$ cat config.mk
export PLATFORM = sky130hd
export DESIGN_NAME = multicycle_controller
export DESIGN_NICKNAME = d
export VERILOG_FILES = /design/src/rtl/riscv_ctrl_pkg.sv /design/src/rtl/mc_state_decoder.sv /design/src/rtl/multicycle_controller.sv
export SDC_FILE = /design/constraint.sdc
export NUM_CORES = 1
export LEC_CHECK = 0
export BUFFER_PORTS_ARGS = -buffer_cell sky130_fd_sc_hd__buf_2
export CORE_MARGIN = 2
export CORE_UTILIZATION = 50
export DETAILED_ROUTE_END_ITERATION = 10
export GPL_ROUTABILITY_DRIVEN = 0
export PLACE_DENSITY = 0.78
export SETUP_SLACK_MARGIN = 0.15
export SLEW_MARGIN = 20
export SYNTH_ARGS = -nofsm -noshare
export SYNTH_HDL_FRONTEND = slang
export SYNTH_HIERARCHICAL = 1
export SYNTH_SLANG_ARGS = --single-unit
$ cat constraint.sdc
create_clock -name clk -period 4.8 [get_ports clk]
set_clock_uncertainty 0.2 [all_clocks]
set_input_delay 0.48 -clock clk [delete_from_list [all_inputs] [get_ports clk]]
set_output_delay 0.48 -clock clk [all_outputs]
set_load 0.01 [all_outputs]
$ cat src/rtl/riscv_ctrl_pkg.sv
// Shared state codes, opcodes and select encodings
// for the multi-cycle RV32I control path.
package riscv_ctrl_pkg;

    typedef enum logic [3:0] {
        S_FETCH    = 4'd0,
        S_DECODE   = 4'd1,
        S_MEMADR   = 4'd2,
        S_MEMREAD  = 4'd3,
        S_MEMWB    = 4'd4,
        S_MEMWRITE = 4'd5,
        S_EXECUTER = 4'd6,
        S_ALUWB    = 4'd7,
        S_EXECUTEI = 4'd8,
        S_JAL      = 4'd9,
        S_BEQ      = 4'd10,
        S_TRAP     = 4'd11
    } state_t;

    localparam logic [6:0] OP_LW  = 7'b0000011;
    localparam logic [6:0] OP_SW  = 7'b0100011;
    localparam logic [6:0] OP_R   = 7'b0110011;
    localparam logic [6:0] OP_I   = 7'b0010011;
    localparam logic [6:0] OP_JAL = 7'b1101111;
    localparam logic [6:0] OP_BEQ = 7'b1100011;

    localparam logic [1:0] RES_ALUOUT    = 2'b00;
    localparam logic [1:0] RES_DATA      = 2'b01;
    localparam logic [1:0] RES_ALURESULT = 2'b10;

    localparam logic [1:0] SRCA_PC    = 2'b00;
    localparam logic [1:0] SRCA_OLDPC = 2'b01;
    localparam logic [1:0] SRCA_REG   = 2'b10;

    localparam logic [1:0] SRCB_REG  = 2'b00;
    localparam logic [1:0] SRCB_IMM  = 2'b01;
    localparam logic [1:0] SRCB_FOUR = 2'b10;

    localparam logic [1:0] IMM_I = 2'b00;
    localparam logic [1:0] IMM_S = 2'b01;
    localparam logic [1:0] IMM_B = 2'b10;
    localparam logic [1:0] IMM_J = 2'b11;

    localparam logic [1:0] ALU_ADD   = 2'b00;
    localparam logic [1:0] ALU_SUB   = 2'b01;
    localparam logic [1:0] ALU_FUNCT = 2'b10;

    typedef struct packed {
        logic       mem_read;
        logic       mem_write;
        logic       adr_src;
        logic       fetch;
        logic       pc_jump;
        logic       branch;
        logic       reg_write;
        logic [1:0] result_src;
        logic [1:0] alu_src_a;
        logic [1:0] alu_src_b;
        logic [1:0] alu_op;
        logic [1:0] imm_src;
        logic       illegal;
    } ctrl_t;

endpackage

$ cat src/rtl/mc_state_decoder.sv
// Pure state -> control decode; the top qualifies
// the fetch/branch terms with mem_ready and zero.
module mc_state_decoder
    import riscv_ctrl_pkg::*;
(
    input  logic [3:0] state,
    input  logic [6:0] op,
    output logic       mem_read,
    output logic       mem_write,
    output logic       adr_src,
    output logic       fetch,
    output logic       pc_jump,
    output logic       branch,
    output logic       reg_write,
    output logic [1:0] result_src,
    output logic [1:0] alu_src_a,
    output logic [1:0] alu_src_b,
    output logic [1:0] alu_op,
    output logic [1:0] imm_src,
    output logic       illegal
);

    ctrl_t c;

    always_comb begin
        c = '0;
        case (state)
            S_FETCH: begin
                c.mem_read   = 1'b1;
                c.fetch      = 1'b1;
                c.alu_src_a  = SRCA_PC;
                c.alu_src_b  = SRCB_FOUR;
                c.alu_op     = ALU_ADD;
                c.result_src = RES_ALURESULT;
            end
            S_DECODE: begin
                c.alu_src_a = SRCA_OLDPC;
                c.alu_src_b = SRCB_IMM;
                c.imm_src   = IMM_B;
                c.alu_op    = ALU_ADD;
            end
            S_MEMADR: begin
                c.alu_src_a = SRCA_REG;
                c.alu_src_b = SRCB_IMM;
                c.alu_op    = ALU_ADD;
                c.imm_src   = (op == OP_SW) ? IMM_S : IMM_I;
            end
            S_MEMREAD: begin
                c.mem_read   = 1'b1;
                c.adr_src    = 1'b1;
                c.result_src = RES_ALUOUT;
            end
            S_MEMWB: begin
                c.result_src = RES_DATA;
                c.reg_write  = 1'b1;
            end
            S_MEMWRITE: begin
                c.mem_write  = 1'b1;
                c.adr_src    = 1'b1;
                c.result_src = RES_ALUOUT;
            end
            S_EXECUTER: begin
                c.alu_src_a = SRCA_REG;
                c.alu_src_b = SRCB_REG;
                c.alu_op    = ALU_FUNCT;
            end
            S_EXECUTEI: begin
                c.alu_src_a = SRCA_REG;
                c.alu_src_b = SRCB_IMM;
                c.imm_src   = IMM_I;
                c.alu_op    = ALU_FUNCT;
            end
            S_ALUWB: begin
                c.result_src = RES_ALUOUT;
                c.reg_write  = 1'b1;
            end
            S_JAL: begin
                c.alu_src_a  = SRCA_OLDPC;
                c.alu_src_b  = SRCB_FOUR;
                c.alu_op     = ALU_ADD;
                c.result_src = RES_ALUOUT;
                c.pc_jump    = 1'b1;
            end
            S_BEQ: begin
                c.alu_src_a  = SRCA_REG;
                c.alu_src_b  = SRCB_REG;
                c.alu_op     = ALU_SUB;
                c.result_src = RES_ALUOUT;
                c.branch     = 1'b1;
            end
            S_TRAP: begin
                c.illegal = 1'b1;
            end
            default: begin
                c = '0;
            end
        endcase
    end

    assign mem_read   = c.mem_read;
    assign mem_write  = c.mem_write;
    assign adr_src    = c.adr_src;
    assign fetch      = c.fetch;
    assign pc_jump    = c.pc_jump;
    assign branch     = c.branch;
    assign reg_write  = c.reg_write;
    assign result_src = c.result_src;
    assign alu_src_a  = c.alu_src_a;
    assign alu_src_b  = c.alu_src_b;
    assign alu_op     = c.alu_op;
    assign imm_src    = c.imm_src;
    assign illegal    = c.illegal;

endmodule

$ cat src/rtl/multicycle_controller.sv
// Multi-cycle RV32I control FSM: state register,
// sequencing, handshake gating and retire counter.
module multicycle_controller
    import riscv_ctrl_pkg::*;
#(
    parameter int CNT_W = 32
) (
    input  logic             clk,
    input  logic             rst_n,
    input  logic [6:0]       op,
    input  logic             zero,
    input  logic             mem_ready,
    output logic             mem_read,
    output logic             mem_write,
    output logic             adr_src,
    output logic             ir_write,
    output logic             pc_write,
    output logic             reg_write,
    output logic [1:0]       result_src,
    output logic [1:0]       alu_src_a,
    output logic [1:0]       alu_src_b,
    output logic [1:0]       alu_op,
    output logic [1:0]       imm_src,
    output logic             illegal,
    output logic [CNT_W-1:0] instret,
    output logic [3:0]       state_o
);

    state_t state;
    state_t next_state;
    logic   retire;

    logic d_mem_read;
    logic d_mem_write;
    logic d_fetch;
    logic d_pc_jump;
    logic d_branch;
    logic d_reg_write;

    mc_state_decoder u_dec (
        .state      (state),
        .op         (op),
        .mem_read   (d_mem_read),
        .mem_write  (d_mem_write),
        .adr_src    (adr_src),
        .fetch      (d_fetch),
        .pc_jump    (d_pc_jump),
        .branch     (d_branch),
        .reg_write  (d_reg_write),
        .result_src (result_src),
        .alu_src_a  (alu_src_a),
        .alu_src_b  (alu_src_b),
        .alu_op     (alu_op),
        .imm_src    (imm_src),
        .illegal    (illegal)
    );

    always_comb begin
        next_state = S_TRAP;
        case (state)
            S_FETCH:    next_state = mem_ready ? S_DECODE : S_FETCH;
            S_DECODE: begin
                case (op)
                    OP_LW, OP_SW: next_state = S_MEMADR;
                    OP_R:         next_state = S_EXECUTER;
                    OP_I:         next_state = S_EXECUTEI;
                    OP_JAL:       next_state = S_JAL;
                    OP_BEQ:       next_state = S_BEQ;
                    default:      next_state = S_TRAP;
                endcase
            end
            S_MEMADR:   next_state = (op == OP_SW) ? S_MEMWRITE : S_MEMREAD;
            S_MEMREAD:  next_state = mem_ready ? S_MEMWB : S_MEMREAD;
            S_MEMWB:    next_state = S_FETCH;
            S_MEMWRITE: next_state = mem_ready ? S_FETCH : S_MEMWRITE;
            S_EXECUTER: next_state = S_ALUWB;
            S_EXECUTEI: next_state = S_ALUWB;
            S_ALUWB:    next_state = S_FETCH;
            S_JAL:      next_state = S_ALUWB;
            S_BEQ:      next_state = S_FETCH;
            S_TRAP:     next_state = S_TRAP;
            default:    next_state = S_TRAP;
        endcase
    end

    assign retire = (state == S_MEMWB)
                  | ((state == S_MEMWRITE) & mem_ready)
                  | (state == S_ALUWB)
                  | (state == S_BEQ);

    always_ff @(posedge clk or negedge rst_n) begin
        if (!rst_n) begin
            state   <= S_FETCH;
            instret <= '0;
        end else begin
            state <= next_state;
            if (retire) begin
                instret <= instret + CNT_W'(1);
            end
        end
    end

    // Reset parks the FSM in FETCH; its strobes must stay quiet until release.
    assign mem_read  = rst_n & d_mem_read;
    assign mem_write = rst_n & d_mem_write;
    assign reg_write = rst_n & d_reg_write;
    assign ir_write  = rst_n & d_fetch & mem_ready;
    assign pc_write  = rst_n & ((d_fetch & mem_ready)
                              | d_pc_jump
                              | (d_branch & zero));
    assign state_o   = state;

endmodule

Yosys cells after proc, flatten, opt, wreduce, memory -nomap -nowiden. Cells that the tools add are included.

$add $sub $neg: 1. Equal/unequal tests: 17. Mux-type cells: 18. Bitwise operators: 14. Reductions and logical operators: 7.

Operators by type and width (count): $pmux 6 s7 (1); $add 32x1->32 const B (1); $pmux 4 s7 (1); $pmux 4 s5 (1); $eq 4x3->1 const B (4); $eq 4x4->1 const B (4); $eq 7x6->1 const B (2); $eq 7x7->1 const B (2); $mux 1 (10); $and 1x1->1 (9); $mux 3 (3); $eq 4x2->1 const B (2); $pmux 2 s2 (2); $reduce_or 2->1 (4); $eq 7x2->1 const B (1); $eq 7x5->1 const B (1); $reduce_or 3->1 (2); $or 1x1->1 (5); $eq 4x1->1 const B (1); $logic_not 4->1 (1).

Flip-flop bits (word level): 36. Input bits: 11. Output and inout port bits: 53.

Logic depth before layout (Yosys ltp). Gate-level depths: netlist of the first run.

Depth in word-level cells: 6. Gate-level depth with buffers: 6.

Hierarchy. Netlist of the first run, hierarchy kept.

By module, submodules not included: multicycle_controller (times used 1, cells each 189, area an instance 1900.6 sq um, sequential area each 900.9 sq um); mc_state_decoder (times used 1, cells each 37, area an instance 264.0 sq um, sequential area each 0.0 sq um).

Worst setup path before layout of the first run. No wires, ideal clock.

Path type: flip-flop to flip-flop. Start: reg state[0], in the netlist state_o[0]. End: reg instret[6]. Setup time: 127 ps. Arrival time: 1855 ps. Path slack: 2618 ps. Cell stages (with the launch flop): 6. Buffers on the path: 0. Cells stage by stage: dfrtp_1 or3b_1 a21boi_4 o21ai_4 or3_1 xnor2_1.

Word-level cells in the longest chain between the ends: 5. Elaborated cells on any way between the ends: 8. Classes of those cells: 4 x eq/ne; 4 x bitwise.

RTL lines: from (decl) (line multicycle_controller.sv:29) `state_t state;`; from (signal assigned) (line multicycle_controller.sv:96) `state <= next_state;`; $eq 4x3->1 (line multicycle_controller.sv:87) `| ((state == S_MEMWRITE) & mem_ready)`; $and 1x1->1 (line multicycle_controller.sv:87); $or 1x1->1 (line multicycle_controller.sv:87); $or 1x1->1 (line multicycle_controller.sv:88) `| (state == S_ALUWB)`; $or 1x1->1 (*) (line multicycle_controller.sv:89) `| (state == S_BEQ);`; to (signal assigned) (line multicycle_controller.sv:98) `instret <= instret + CNT_W'(1);`; to (decl) (line multicycle_controller.sv:25) `output logic [CNT_W-1:0] instret,`.

Mark *: on every way between the ends. The rest lies on a longest branch, timed or not. A chain may end at the register's enable or synchronous reset.

Final worst setup path of the first run.
Start: reg state[1], in the netlist state_o[1]. End: out pc_write.

Elaborated cells on any way between the ends: 11. Classes of those cells: 2 x eq/ne; 3 x mux; 5 x bitwise; 1 x reduce/logical.

RTL lines: $eq 4x4->1 (line mc_state_decoder.sv:27) `case (state)`; $mux 1 (line mc_state_decoder.sv:27); named net d_pc_jump (line multicycle_controller.sv:36) `logic d_pc_jump;`; $or 1x1->1 (line multicycle_controller.sv:109) `| d_pc_jump`; $or 1x1->1 (line multicycle_controller.sv:110) `| (d_branch & zero));`; $and 1x1->1 (line multicycle_controller.sv:108) `assign pc_write = rst_n & ((d_fetch & mem_ready)`; to (decl) (line multicycle_controller.sv:17) `output logic pc_write,`.

The timed path passes the listed nets, and every way through them passes these cells.

==> results of run 1 <==
cell usage in the layout (no fill, tap or decap), types with 6 or more instances in the layout:
cell type and count:
buf_2 63, dfrtp_1 36, inv_1 9, nand2_1 15, nand3_1 9, nand4_1 6, nor2_1 17, nor3_1 17
nor4_1 6, o21ai_0 8, xnor2_1 11, xor2_1 24
worst paths after layout:
path	from	endpoint	slack, ps	cells after the start
max in group asynchronous	rst_n	instret[1]	3760	1
worst min register to register	instret[31]	instret[31]	270	1
worst min-delay path	rst_n	instret[7]	90	1
min in group clk	instret[31]	instret[31]	270	1
worst max-delay path	state_o[1]	pc_write	2150	5
worst max register to register	state_o[3]	instret[6]	2160	5
per-layer routing:
layer	up-vias	part of all wire	wire, um	global-route usage
met2	30	0.48	2108	0.3079
met1	842	0.48	2095	0.2607
met3	4	0.036	158	0.05378
met4	0	0.0089	39	0.04274
li1	911	-	-	-
met5	-	0	0	0
state kept, by name (all words and copies together), names as in the netlist:
register	cells
instret	32
state_o	4
cell families after synthesis:
kind of cell | share of synthesized area
compound gates | 0.1023
xor+xnor | 0.1416
fa+ha+maj | 0.005779
buf+inv | 0.04104
flops | 0.4162
mux | 0.005202
simple gates | 0.2879
worst reg2reg max path: cells and delay by family (launching register included):
kind | cells | cell delay, ps
AO/OA/AOI/OAI | 2 | 430
XOR/XNOR | 1 | 140
flip-flops | 1 | 910
AND/OR/NAND/NOR | 2 | 850
synthesized netlist by cell type (all sizes together), types with 3 or more instances:
cell     n  share of area
dfrtp   36           0.42
xor2    24          0.097
nor3    18          0.044
nor2    17          0.029
nand2   15          0.026
o21ai   11          0.038
xnor2   11          0.045
inv      9          0.016
nand3    9          0.021
buf      7          0.020
nor4     7          0.027
nand4    6          0.017
nor3b    5          0.017
a21oi    4         0.0092
and2     4          0.012
nand2b   4          0.012
nor2b    4          0.012
a21o     3          0.010
and3     3         0.0087
clkbuf   3         0.0052
power groups by stage:
stage / Sequential [W] / Combinational (W) / Clock, W
finish: 0.000470 / 0.000388 / 0.000197
global route: 0.000487 / 0.000432 / 0.000220
CTS: 0.000469 / 0.000392 / 0.000201
detailed placement: 0.000474 / 0.000390 / 0
global placement: 0.000472 / 0.000386 / 0
floorplan: 0.000409 / 0.000340 / 0
per-stage QoR:
stage	util	cell area, um2	instances	power [W]	hold slack [ps]
floorplan	-	2165	226	0.0007493	-15.59
global placement	0.6087	2487	329	0.0008588	260.0
detailed placement	0.6087	2487	329	0.0008644	252.8
CTS	0.6277	2565	336	0.001062	135.4
global route	0.6277	2565	336	0.001139	177.0
finish	0.6277	2565	336	0.001055	89.98
area by class of cell:
type	instances	area, um2
fill	361	1521
multi-input combinational	171	1175
inverter	9	33.78
tap	50	62.56
timing repair buffer	63	315.3
clock buffer	6	72.57
sequential	36	900.9
clock inverter	1	5.005
==> out/metrics.cfg, run 1 <==
[routing]
postRouteAntennaNets=0
detail_route.vias_per_cell=5.318
wl_per_cell_um=13.10
dr.pass1.iters=4
vias=1787
routed_wl_um=4401
drt-initial-drc-count=121
drc=0

[power]
ir_drop_mv=0.2617
pwr-share-clk=0.187
p_sw_frac=0.3974
power.internal_w=0.0006354
switchingPower_w=0.0004191
seqPwrFrac=0.445
power_density_mw_per_mm2=411.1
comb_power_share=0.367
p_leak_nw=1.331

[finish]
num_antenna_cells=0
layout.nets=298
synthToLayoutAreaGrowth_pct=18.50
drive_above_1_share=0.2797

[cts]
clockRootBuffer=clkbuf_8
post_cts_buffers=0
ctsResizeCount=0
numCtsBuffers=5
clkSinkCount=36
cts_max_level=2
cts_tree=done
clk_latency_ps=280
clockBufferDepth=2
clk_pin_slew_ps=70
postCtsHoldBufs=0

[die]
fp.dieW_um=69.80
ioPinCount=64
design.die.area_mm2=0.004871
rows=23
fp.coreArea_mm2=0.004086
initial_utilization=0.5297
die_h_um=69.80

[synth]
synth_area_per_cell_um2=9.578
synthFlopType=dfrtp_1
yosys_warnings=6
synth_seq_area_share=0.4162
ys_ff_latch=36
netlist-cell-type-count=49
netlist_instances=226
synth_edf_count=0
syn_nets=238
netlist_area_mm2=0.002165
ys_async_sr_fraction=1.000

[setup_path]
cp-start-kind=flip-flop
crit_type=flip-flop to primary output
crit_chain=nor3b_1 > and2_1 > a21o_1 > a21o_1 > buf_2
cp.arrival_ps=1970
slowest_delay_ps=900
cp_top_family=flip-flops
slowest_stage=dfrtp_1
cp.required_ps=4120
cp_max_fo=27
path_common_cell=a21o_1
critical_path_buf_inv_count=1
end_kind=primary output

[global_routing]
grt_pass1_vias=1701
grt_pass1_wl_um=7755
grt_max_degree=42
grtUsageTotal=0.1923
antenna_found_initial=0
gr-total-overflow=0

[sta]
fmax_mhz=376.8
post-route-period-util=0.5529
slew_headroom=0.4265
tightest_slew_ps=860.2
layout_setup_ws_ps=2146
slew_violations=0
hold_violations=0
period_needed_ps=2654
setup_viol=0
tns_ps=0
rsz0062_at_grt=no

[place]
portBuffers=63
place_ws_ps=2182
dp_hpwl_um=3113

[hold_path]
hp-class=input port to async pin

[outcome]
status=completed

[run]
maxCapViolCount=0

Power figures use the tool's default switching activity.
==> inputs of run 2 (changes only) <==
--- a/config.mk
+++ b/config.mk
@@ -7,10 +7,10 @@
 export LEC_CHECK = 0
 export BUFFER_PORTS_ARGS = -buffer_cell sky130_fd_sc_hd__buf_2
 export CORE_MARGIN = 2
-export CORE_UTILIZATION = 50
+export CORE_UTILIZATION = 47
 export DETAILED_ROUTE_END_ITERATION = 10
 export GPL_ROUTABILITY_DRIVEN = 0
-export PLACE_DENSITY = 0.78
+export PLACE_DENSITY = 0.77
 export SETUP_SLACK_MARGIN = 0.15
 export SLEW_MARGIN = 20
 export SYNTH_ARGS = -nofsm -noshare
==> constraint.sdc (replaced) <==
create_clock -name clk -period 2.3 [get_ports clk]
set_clock_uncertainty 0.2 [all_clocks]
set_input_delay 0.23 -clock clk [delete_from_list [all_inputs] [get_ports clk]]
set_output_delay 0.23 -clock clk [all_outputs]
set_load 0.01 [all_outputs]
==> out/metrics.cfg, run 2 (same netlist as run 1, synthesis figures left out) <==
[outcome]
status=completed  ; unchanged

[sta]
period_needed_ps=2147
tns_ps=0  ; unchanged
post-route-period-util=0.9333
layout_setup_ws_ps=153.5  ; was 2146 ps
fmax_mhz=465.9
tightest_slew_ps=492.3  ; was 860.2 ps
setup_viol=0  ; unchanged
hold_violations=0  ; unchanged
rsz0062_at_grt=yes  ; was no
slew_violations=0  ; unchanged
slew_headroom=0.6717  ; was 0.4265

[finish]
num_antenna_cells=0  ; unchanged
fin_cells=358  ; was 336
largest-register=instret  ; unchanged
drive_above_1_share=0.3562  ; was 0.2797
layout.nets=319  ; was 298
synthToLayoutAreaGrowth_pct=30.23  ; was 18.50%
final_common_cell=buf_2  ; unchanged
nFillCells=371  ; was 361
final_cell_mix=buf_2, dfrtp_1, xor2_1  ; unchanged
largest_register_ffs=32  ; unchanged
postLayoutCoreUtil=0.6430  ; was 0.6277

[run]
maxCapViolCount=0  ; unchanged

[setup_path]
cp-start-kind=flip-flop  ; unchanged
slowest_delay_ps=480  ; was 900 ps
cp.arrival_ps=1720  ; was 1970 ps
critPathLaunch=state_o[1]  ; unchanged
end_kind=primary output  ; unchanged
crit_chain=buf_4 > nor3b_2 > and2_1 > a21o_1 > a21o_1 > buf_2  ; was nor3b_1 > and2_1 > a21o_1 > a21o_1 > buf_2
slowest_stage=dfrtp_2  ; was dfrtp_1
reg2regPathDepth=5  ; unchanged
rrSetupSlack_ps=220  ; was 2160 ps
r2r-start=state_o[0]  ; was state_o[3]
cp_max_fo=17  ; was 27
cp.required_ps=1870  ; was 4120 ps
r2r-end=instret[6]  ; unchanged
crit_type=flip-flop to primary output  ; unchanged
path_common_cell=a21o_1  ; unchanged

[power]
p_leak_nw=1.454  ; was 1.331 nW
power_density_mw_per_mm2=883.0  ; was 411.1 mW/mm2
ir_drop_mv=0.5007  ; was 0.2617 mV

[global_routing]
antenna_found_initial=0  ; unchanged
grt_pass1_wl_um=7562  ; was 7755 um
grt_max_degree=37  ; was 42
gr-total-overflow=0  ; unchanged
grtUsageTotal=0.1813  ; was 0.1923
grt_pass1_vias=1688  ; was 1701

[cts]
numCtsBuffers=5  ; unchanged
clkSinkCount=36  ; unchanged
clk_latency_ps=280  ; about the same
cts_tree=done  ; unchanged
clockRootBuffer=clkbuf_8  ; unchanged
cts_max_level=2  ; unchanged
clockBufferDepth=2  ; unchanged
clk_pin_slew_ps=70  ; about the same

[die]
design.die.area_mm2=0.005165  ; was 0.004871 mm2
fp.dieW_um=71.87  ; was 69.80 um
die_h_um=71.87  ; was 69.80 um
fp.coreArea_mm2=0.004384  ; was 0.004086 mm2
initial_utilization=0.4937  ; was 0.5297
ioPinCount=64  ; unchanged
rows=24  ; was 23

[routing]
detail_route.vias_per_cell=5.394  ; was 5.318
drc=0  ; unchanged
vias=1931  ; was 1787
dr.pass1.iters=4  ; unchanged
routed_wl_um=4933  ; was 4401 um
drt-initial-drc-count=79  ; was 121
wl_per_cell_um=13.78  ; was 13.10 um
postRouteAntennaNets=0  ; unchanged

[hold_path]
hp-class=input port to flip-flop  ; was input port to async pin
min_to=state_o[2]
holdPathStages=4
holdCritStartpoint=op[4]

[place]
placedCellCount=339  ; was 329
place_ws_ps=131.3  ; was 2182 ps
portBuffers=63  ; unchanged
dp_hpwl_um=3342  ; was 3113 um

run 2: where the power goes:
part | switching, W | total (W) | internal [W] | leakage (nW)
sequential | 0.000120 | 0.000829 | 0.000710 | 0.460
combinational | 0.000636 | 0.00126 | 0.000625 | 0.957
clock | 0.000197 | 0.000399 | 0.000202 | 0.0371
total | 0.000953 | 0.00249 | 0.00154 | 1.45
run 2: per-stage QoR:
stage	cell area (um2)	power [W]	hold WS (ps)
floorplan	2166	0.001566	-265.6
global placement	2551	0.001848	176.9
detailed placement	2551	0.001870	181.4
CTS	2649	0.002287	189.4
global route	2819	0.002647	202.8
finish	2819	0.002489	195.4
run 2: how the worst max path moves through the flow:
stage | end | slack, ps | cells after the start
after floorplan | instret[6] | 170 | 5
after global placement | instret[6] | 240 | 5
after detailed placement | instret[20] | 130 | 5
after CTS | pc_write | 110 | 5
after global routing | pc_write | 70 | 5
final | pc_write | 150 | 6
run 2: repair_timing:
action | 4_1_cts | 5_1_grt
hold endpoints to repair | 36 | 0
pin swaps | 0 | 5
gates resized for setup | 4 | 11
cloned | 0 | 1
hold buffers | 1 | 0
endpoints found under the setup margin | 4 | 19
setup buffers | 0 | 11
run 2: worst max-delay path: cells and delay by family, from the launching register on:
kind	cells	cell delay (ps)
AO/OA/AOI/OAI	2	320
flip-flops	1	480
AND/OR/NAND/NOR	2	240
buffers and inverters	2	400
run 2: cell type report:
cell class | count | area [um2] | share of cell area
timing repair buffer | 84 | 509.2 | 0.1806
clock buffer | 6 | 72.57 | 0.02574
inverter | 9 | 33.78 | 0.01198
sequential | 36 | 903.4 | 0.3205
tap | 52 | 65.06 | 0.02308
multi-input combinational | 171 | 1235 | 0.4381
run 2: metal layers:
metal | up-vias | track usage | part of all wire | routed length (um)
met3 | 8 | 0.03657 | 0.035 | 173
met2 | 36 | 0.3169 | 0.51 | 2526
li1 | 951 | - | - | -
met1 | 936 | 0.2308 | 0.44 | 2158
met4 | 0 | 0.04403 | 0.015 | 76
met5 | - | 0 | 0 | 0
